--- config.mk ---
export PLATFORM = sky130hd
export DESIGN_NAME = instr_fetch_unit
export DESIGN_NICKNAME = d
export VERILOG_FILES = /design/src/rtl/ifu_pkg.sv /design/src/rtl/ifu_fetch_queue.sv /design/src/rtl/instr_fetch_unit.sv
export SDC_FILE = /design/constraint.sdc
export NUM_CORES = 1
export LEC_CHECK = 0
export ABC_CLOCK_PERIOD_IN_PS = 5300
export CORE_MARGIN = 2
export CORE_UTILIZATION = 48
export CTS_CLUSTER_DIAMETER = 40
export DETAILED_ROUTE_END_ITERATION = 8
export PLACE_DENSITY_LB_ADDON = 0.05
export SYNTH_ARGS = -nofsm -noshare
export SYNTH_HDL_FRONTEND = slang
export SYNTH_SLANG_ARGS = --single-unit
--- constraint.sdc ---
create_clock -name Clk -period 5.3 [get_ports Clk]
set_clock_uncertainty 0.1 [all_clocks]
set_input_delay 0.795 -clock Clk [delete_from_list [all_inputs] [get_ports Clk]]
set_output_delay 0.795 -clock Clk [all_outputs]
set_load 0.02 [all_outputs]
--- src/rtl/ifu_pkg.sv ---
// Shared definitions for the instruction fetch unit: FSM state encoding,
// queue entry layout and small width helpers.
package ifu_pkg;

  // State encoding, also the value driven on the state output port
  localparam logic [1:0] STATE_IDLE  = 2'd0;
  localparam logic [1:0] STATE_RUN   = 2'd1;
  localparam logic [1:0] STATE_FAULT = 2'd2;

  typedef enum logic [1:0] {
    ST_IDLE  = STATE_IDLE,
    ST_RUN   = STATE_RUN,
    ST_FAULT = STATE_FAULT
  } ifu_state_e;

  // Queue entry layout, MSB first: {fault, pc[ADDR_W-1:0], instr[INSTR_W-1:0]}
  function automatic int entry_width(input int addr_w, input int instr_w);
    return instr_w + addr_w + 1;
  endfunction

  // Index width for an array of 'depth' words; never narrower than one bit
  function automatic int idx_width(input int depth);
    return (depth > 1) ? $clog2(depth) : 1;
  endfunction

endpackage

--- src/rtl/ifu_fetch_queue.sv ---
// Prefetch queue: small synchronous FIFO between the fetch stage and decode.
// Flush empties it and wins over a concurrent push. A push into a full queue
// is accepted only when a pop happens in the same cycle. The head reads as
// zero while the queue is empty so downstream sees clean data.
module ifu_fetch_queue
  import ifu_pkg::*;
#(
  parameter int WIDTH = 17,
  parameter int DEPTH = 2
) (
  input  logic             Clk,
  input  logic             Reset,
  input  logic             push,
  input  logic             pop,
  input  logic             flush,
  input  logic [WIDTH-1:0] din,
  output logic             full,
  output logic             empty,
  output logic [WIDTH-1:0] head
);

  localparam int PTR_W = idx_width(DEPTH);
  localparam int CNT_W = $clog2(DEPTH + 1);
  localparam logic [PTR_W-1:0] PTR_LAST = PTR_W'(DEPTH - 1);
  localparam logic [CNT_W-1:0] CNT_FULL = CNT_W'(DEPTH);
  localparam logic [CNT_W-1:0] CNT_ONE  = CNT_W'(1);

  logic [WIDTH-1:0] slots [DEPTH];
  logic [PTR_W-1:0] rd_ptr;
  logic [PTR_W-1:0] wr_ptr;
  logic [CNT_W-1:0] count;
  logic             do_pop;
  logic             do_push;

  function automatic logic [PTR_W-1:0] ptr_inc(input logic [PTR_W-1:0] p);
    return (p == PTR_LAST) ? '0 : p + PTR_W'(1);
  endfunction

  assign empty   = (count == '0);
  assign full    = (count == CNT_FULL);
  assign do_pop  = pop && !empty;
  assign do_push = push && (!full || do_pop);
  assign head    = empty ? '0 : slots[rd_ptr];

  // Pointer and occupancy bookkeeping; reset and flush both return to empty
  always_ff @(posedge Clk) begin
    if (!Reset || flush) begin
      rd_ptr <= '0;
      wr_ptr <= '0;
      count  <= '0;
    end else begin
      if (do_push) wr_ptr <= ptr_inc(wr_ptr);
      if (do_pop)  rd_ptr <= ptr_inc(rd_ptr);
      if (do_push && !do_pop)      count <= count + CNT_ONE;
      else if (do_pop && !do_push) count <= count - CNT_ONE;
    end
  end

  // Entry storage; contents are don't-care while not covered by count
  always_ff @(posedge Clk) begin
    if (Reset && !flush && do_push) slots[wr_ptr] <= din;
  end

endmodule

--- src/rtl/instr_fetch_unit.sv ---
// Instruction fetch stage: PC register, loadable instruction memory, fetch
// FSM and a prefetch queue that hands {instr, pc, pc+1, fault} to decode
// over a valid/ready handshake. Redirects flush the queue and reload the PC.
//
//  state | meaning
//  ------+-----------------------------------------------------------------
//  IDLE  | after reset; no fetching, program load and redirect still accepted
//  RUN   | fetching one word per cycle whenever the queue has room
//  FAULT | an out-of-range fetch was queued; fetch halted until a redirect
module instr_fetch_unit
  import ifu_pkg::*;
#(
  parameter int ADDR_W      = 8,
  parameter int INSTR_W     = 8,
  parameter int MEM_DEPTH   = 8,
  parameter int QUEUE_DEPTH = 2,
  parameter int RESET_PC    = 0
) (
  input  logic               Clk,
  input  logic               Reset,
  input  logic               start,
  input  logic               prog_we,
  input  logic [ADDR_W-1:0]  prog_addr,
  input  logic [INSTR_W-1:0] prog_data,
  input  logic               redirect_valid,
  input  logic [ADDR_W-1:0]  redirect_pc,
  output logic               out_valid,
  input  logic               out_ready,
  output logic [INSTR_W-1:0] out_instr,
  output logic [ADDR_W-1:0]  out_pc,
  output logic [ADDR_W-1:0]  out_pc_next,
  output logic               out_fault,
  output logic [1:0]         state
);

  localparam int ENTRY_W = entry_width(ADDR_W, INSTR_W);
  localparam int MIDX_W  = idx_width(MEM_DEPTH);
  // One extra bit so MEM_DEPTH == 2**ADDR_W is representable
  localparam logic [ADDR_W:0]   MEM_LIMIT = (ADDR_W + 1)'(MEM_DEPTH);
  localparam logic [ADDR_W-1:0] PC_ONE    = ADDR_W'(1);
  localparam logic [ADDR_W-1:0] PC_RESET  = ADDR_W'(RESET_PC);

  logic [INSTR_W-1:0] mem [MEM_DEPTH];

  ifu_state_e         cur_state;
  ifu_state_e         nxt_state;
  logic [ADDR_W-1:0]  pc;
  logic               fetch_en;
  logic               fetch_fire;
  logic               pc_in_range;
  logic               prog_in_range;
  logic [INSTR_W-1:0] fetch_word;
  logic [ENTRY_W-1:0] push_entry;
  logic [ENTRY_W-1:0] q_head;
  logic               q_full;
  logic               q_empty;
  logic               pop;

  assign pc_in_range   = ({1'b0, pc} < MEM_LIMIT);
  assign prog_in_range = ({1'b0, prog_addr} < MEM_LIMIT);

  // Handshake: the queue head is offered whenever the queue is non-empty
  assign out_valid = !q_empty;
  assign pop       = out_valid && out_ready;

  // A full queue can still take a new entry when the head leaves this cycle
  assign fetch_fire = fetch_en && (!q_full || pop);

  // Out-of-range fetches carry a zero instruction and the fault flag
  assign fetch_word = pc_in_range ? mem[pc[MIDX_W-1:0]] : '0;
  assign push_entry = {~pc_in_range, pc, fetch_word};

  // FSM state register
  always_ff @(posedge Clk) begin
    if (!Reset) cur_state <= ST_IDLE;
    else        cur_state <= nxt_state;
  end

  // FSM next-state logic
  always_comb begin
    nxt_state = cur_state;
    unique case (cur_state)
      ST_IDLE:  if (start) nxt_state = ST_RUN;
      ST_RUN:   if (fetch_fire && !pc_in_range) nxt_state = ST_FAULT;
      ST_FAULT: if (redirect_valid) nxt_state = ST_RUN;
      default:  nxt_state = ST_IDLE;
    endcase
  end

  // FSM outputs: fetch is allowed only in RUN, and yields to program load and redirect
  always_comb begin
    fetch_en = 1'b0;
    state    = cur_state;
    if (cur_state == ST_RUN && !prog_we && !redirect_valid) fetch_en = 1'b1;
  end

  // PC: redirect in any state, otherwise advance on each in-range fetch; a fault holds it
  always_ff @(posedge Clk) begin
    if (!Reset)                       pc <= PC_RESET;
    else if (redirect_valid)          pc <= redirect_pc;
    else if (fetch_fire && pc_in_range) pc <= pc + PC_ONE;
  end

  // Program load; the array has no reset so a loaded program survives Reset
  always_ff @(posedge Clk) begin
    if (Reset && prog_we && prog_in_range) mem[prog_addr[MIDX_W-1:0]] <= prog_data;
  end

  ifu_fetch_queue #(
    .WIDTH (ENTRY_W),
    .DEPTH (QUEUE_DEPTH)
  ) u_queue (
    .Clk   (Clk),
    .Reset (Reset),
    .push  (fetch_fire),
    .pop   (pop),
    .flush (redirect_valid),
    .din   (push_entry),
    .full  (q_full),
    .empty (q_empty),
    .head  (q_head)
  );

  assign out_instr   = q_head[INSTR_W-1:0];
  assign out_pc      = q_head[INSTR_W +: ADDR_W];
  assign out_fault   = q_head[ENTRY_W-1];
  // Gated so an empty queue drives an all-zero bundle rather than 0+1
  assign out_pc_next = out_valid ? (out_pc + PC_ONE) : '0;

endmodule

==> implementation parameters <==
Parameter                              Value

Timing
  F_max    250 MHz
  Crit path time final    4.01 ns
  Normalized max-slew margin    35.3%
  TNS Setup    0 ns
  Share of the cycle needed by the critical path after routing    75.6%
  Setup Viol. Count Final    0
  Hold Fails Final Rpt    0
  Final Worst Setup Slack    1.29 ns
  Final Max Tran Viols    0
  RSZ-0062 raised after global routing    false
  Transition at the pin with the smallest max-transition slack    0.968 ns

Yosys
  Synthesized net count    319
  Mux cell area share after synthesis    14.6%
  Top post-synthesis cells by area    sky130_fd_sc_hd__edfxtp_1 (63%), sky130_fd_sc_hd__dfxtp_1 (7.7%), sky130_fd_sc_hd__mux4_2 (7.7%)
  Synth Area per Inst    16.4 µm²
  Leading cell types by count after synthesis    sky130_fd_sc_hd__edfxtp_1 (98), sky130_fd_sc_hd__nor2_1 (42), sky130_fd_sc_hd__mux2i_1 (31)
  Fraction of post-synthesis cell area in the top cell type by area    62.6%
  FFs w/ async S/R, synth    0%
  Synth Area in Compound Gates    1.54%
  Post-synth top area cell    sky130_fd_sc_hd__edfxtp_1
  Count of state elements after synthesis    116
  Count leader, synth    sky130_fd_sc_hd__edfxtp_1
  Number of flops mapped to enable cells by yosys    98
  Synth warn    0
  Dominant combinational cell family by area after synthesis    multiplexers
  Sequential share of the synthesized area    70.2%
  Number of distinct library cell variants in the gate-level netlist after synthesis    39
  Top FF cell, synth    sky130_fd_sc_hd__edfxtp_1
  Simple logic cell fraction of the synthesized area    9.20%
  Gate count of the mapped netlist    286
  Cell area after technology mapping    4700 µm²
  Post-synthesis share of cell area spent on xor and xnor gates    1.86%
  Adder-Cell Fraction of Synth Area    0.798%

Critical path
  Critical path arrival    3.11 ns
  Launching element type of the critical path    flip-flop
  Minimum setup slack among reg-to-reg paths    3.28 ns
  Cell with the biggest individual delay on the critical path    sky130_fd_sc_hd__dfxtp_1
  Stage delay of the slowest cell on the critical path    0.95 ns
  R2r startpoint    pc[7]$_SDFFE_PN0N_
  Capture point of the worst reg-to-reg path    pc[2]$_SDFFE_PN0N_
  Worst setup EP type    output pin
  Required time worst endpoint    4.41 ns
  Maximum net fanout on the critical path    17
  Path depth of the worst reg2reg path    5
  Cell-by-cell trace of the critical path    mux2i_1 -> nor3_2 -> nand2_1 -> nor4b_2 -> xor2_1 -> clkdlybuf4s50_1
  Setup CP Type    reg -> out

Final layout
  Total Nets Final    387
  Layout overhead on the synthesized area    27.3%
  Diodes inserted    0
  Post-route cell area    5990 µm²
  Register area    3300 µm²
  Core utilization of the finished layout    62.1%
  Fraction of layout instances using a drive strength above 1    16.3%
  # fillers    741
  Area of combinational cells with multiple inputs    1320 µm²

Placed design
  Detail Placement HPWL    5640 µm
  Port Buffer Count    57
  Final RePlAce weighted congestion    0.702
  Placement-stage cell area    5410 µm²
  Post-Place Worst Slack    1.74 ns

Global route
  GRT overflow    0
  Vias in the first global route    2,552
  Pin count of the biggest net entering global routing    23
  Overall routing resource usage    17.4%
  Global-route wire length before repair    13,100 µm
  Number of antenna violations at the first check in global routing    0

Pwr
  Int Power    1.78 mW
  Comb pwr share    5.6%
  Lkg Pwr    1.95 nW
  Power per standard cell area    375 nW/µm²
  Clock group share of total power    49.1%
  Net Sw Frac    20.7%
  Worst IR drop on VDD    0.218 mV
  Switching power    0.464 mW
  Sequential cell fraction of total power    45.3%

Run status
  Status    finished clean

Route
  Final Routed Wirelength    8520 µm
  Count of nets left with antenna violations after detail routing    0
  Via count    2,588
  Number of iterations in the first detailed-routing pass    4
  Final routed wire length divided by cell count    17.0 µm
  Number of DRC markers after the initial detailed-route iteration    212
  Drt drc    0
  Vias per cell    5.18

Floorplanning
  I/O pin cnt    58
  Placeable core region    9640 µm²
  Starting density of the core    48.8%
  Height of the die    103 µm
  Full die area    10,600 µm²
  Die Span X    103 µm
  Number of rows in the core area    36

Clocking
  Clock root buffer master    sky130_fd_sc_hd__clkbuf_8
  Clock latency on the worst-skew pair    0.50 ns
  Number of H-tree levels    4
  Post-CTS Hold Fix Bufs    0
  Clk sink count    116
  Setup Buffers After CTS    0
  CTS tree    built
  Maximum root-to-sink buffer count    2
  Total clock buffers created by CTS    17
  Register clock-pin slew on the reported worst setup and hold paths    0.05 ns
  Post-CTS resize count    0

Job
  Count of max-cap constraint violations    0

Min path
  Worst hold path cell count    0
  Min-Delay Startpoint    pc[6]$_SDFFE_PN0N_
  Worst Hold Class    reg -> reg
  Endpoint, Worst Hold    u_queue.slots[1][14]$_DFFE_PP_
[worst max-delay path, delay by kind of cell, from the launching register on]
family	cells	cell delay, ns
DFF	1	0.95
and+or+nand+nor	3	0.64
buffers and inverters	1	0.62
muxes	1	0.24
xor gates and xnor gates	1	0.16
[worst max-delay path by stage]
stage / startpoint / to / slack, ns / cells after the start
final: flip-flop / out_pc_next[7] / 1.29 / 6
after global routing: flip-flop / out_pc_next[7] / 1.06 / 6
after CTS: flip-flop / out_pc_next[7] / 1.21 / 6
after detailed placement: flip-flop / out_pc_next[7] / 1.74 / 6
after global placement: flip-flop / out_pc_next[7] / 1.80 / 6
after floorplan: redirect_valid / u_queue.slots[0][0]$_DFFE_PP_ / 2.26 / 4
[sequential cells by signal (all words and copies together) (netlist names), named ones only]
register,cells
mem,64
u_queue.slots,34
pc,8
state,2
u_queue.count,2
u_queue.rd_ptr,1
u_queue.wr_ptr,1
[cell usage in the layout, fill, tap and decap left out, types with 5 or more instances in the layout]
| master | instances |
|---|---|
| sky130_fd_sc_hd__nor2_1 | 42 |
| sky130_fd_sc_hd__o21ai_0 | 5 |
| sky130_fd_sc_hd__xnor2_1 | 5 |
| sky130_fd_sc_hd__mux4_2 | 16 |
| sky130_fd_sc_hd__mux2i_1 | 31 |
| sky130_fd_sc_hd__dfxtp_1 | 18 |
| sky130_fd_sc_hd__buf_4 | 5 |
| sky130_fd_sc_hd__nand2_1 | 9 |
| sky130_fd_sc_hd__edfxtp_1 | 98 |
| sky130_fd_sc_hd__nor2b_1 | 5 |
| sky130_fd_sc_hd__clkdlybuf4s50_1 | 57 |
| sky130_fd_sc_hd__nor3_1 | 5 |
| sky130_fd_sc_hd__clkbuf_16 | 16 |
| sky130_fd_sc_hd__xor2_1 | 5 |
[power by group through the flow]
| stage | sequential [mW] | clock, mW | combinational, mW |
|---|---|---|---|
| CTS | 1.02 | 1.11 | 0.127 |
| detailed placement | 1.03 | 0 | 0.127 |
| finish | 1.02 | 1.10 | 0.126 |
| floorplan | 1.03 | 0 | 0.0767 |
| global route | 1.02 | 1.16 | 0.137 |
| global placement | 1.03 | 0 | 0.125 |
[area by class of cell]
class                   count  area share [%]
clock buffers              18            6.98
clock inverters            14            2.70
inverters                   2           0.125
multi-input cells         155            22.1
flip-flops and latches    116            55.2
well taps                 133            2.78
repair buffers             62            10.2
[metal layers]
layer  vias to the layer above  routed length [µm]  track usage (%)
li1                       1223                   -                -
met1                      1288                4140             24.3
met3                         6                 390             5.29
met5                         -                   0                0
met4                         0                  70             5.77
met2                        71                3920             26.3
[metrics by stage]
| step | hold WS (ns) | instances | total power [mW] |
|---|---|---|---|
| after floorplan | 0.347 | 286 | 1.10 |
| after global placement | 0.376 | 468 | 1.16 |
| after detailed placement | 0.368 | 468 | 1.16 |
| after CTS | 0.381 | 500 | 2.26 |
| after global routing | 0.409 | 500 | 2.31 |
| final | 0.381 | 500 | 2.24 |
[cells by family after synthesis]
family / after synthesis
adder cells (fa/ha/maj): 3
flip-flops: 116
AND/OR/NAND/NOR: 81
buffers and inverters: 15
multiplexers: 48
AO/OA/AOI/OAI: 13
XOR/XNOR: 10
No activity file was read; power rests on OpenSTA's default activity.
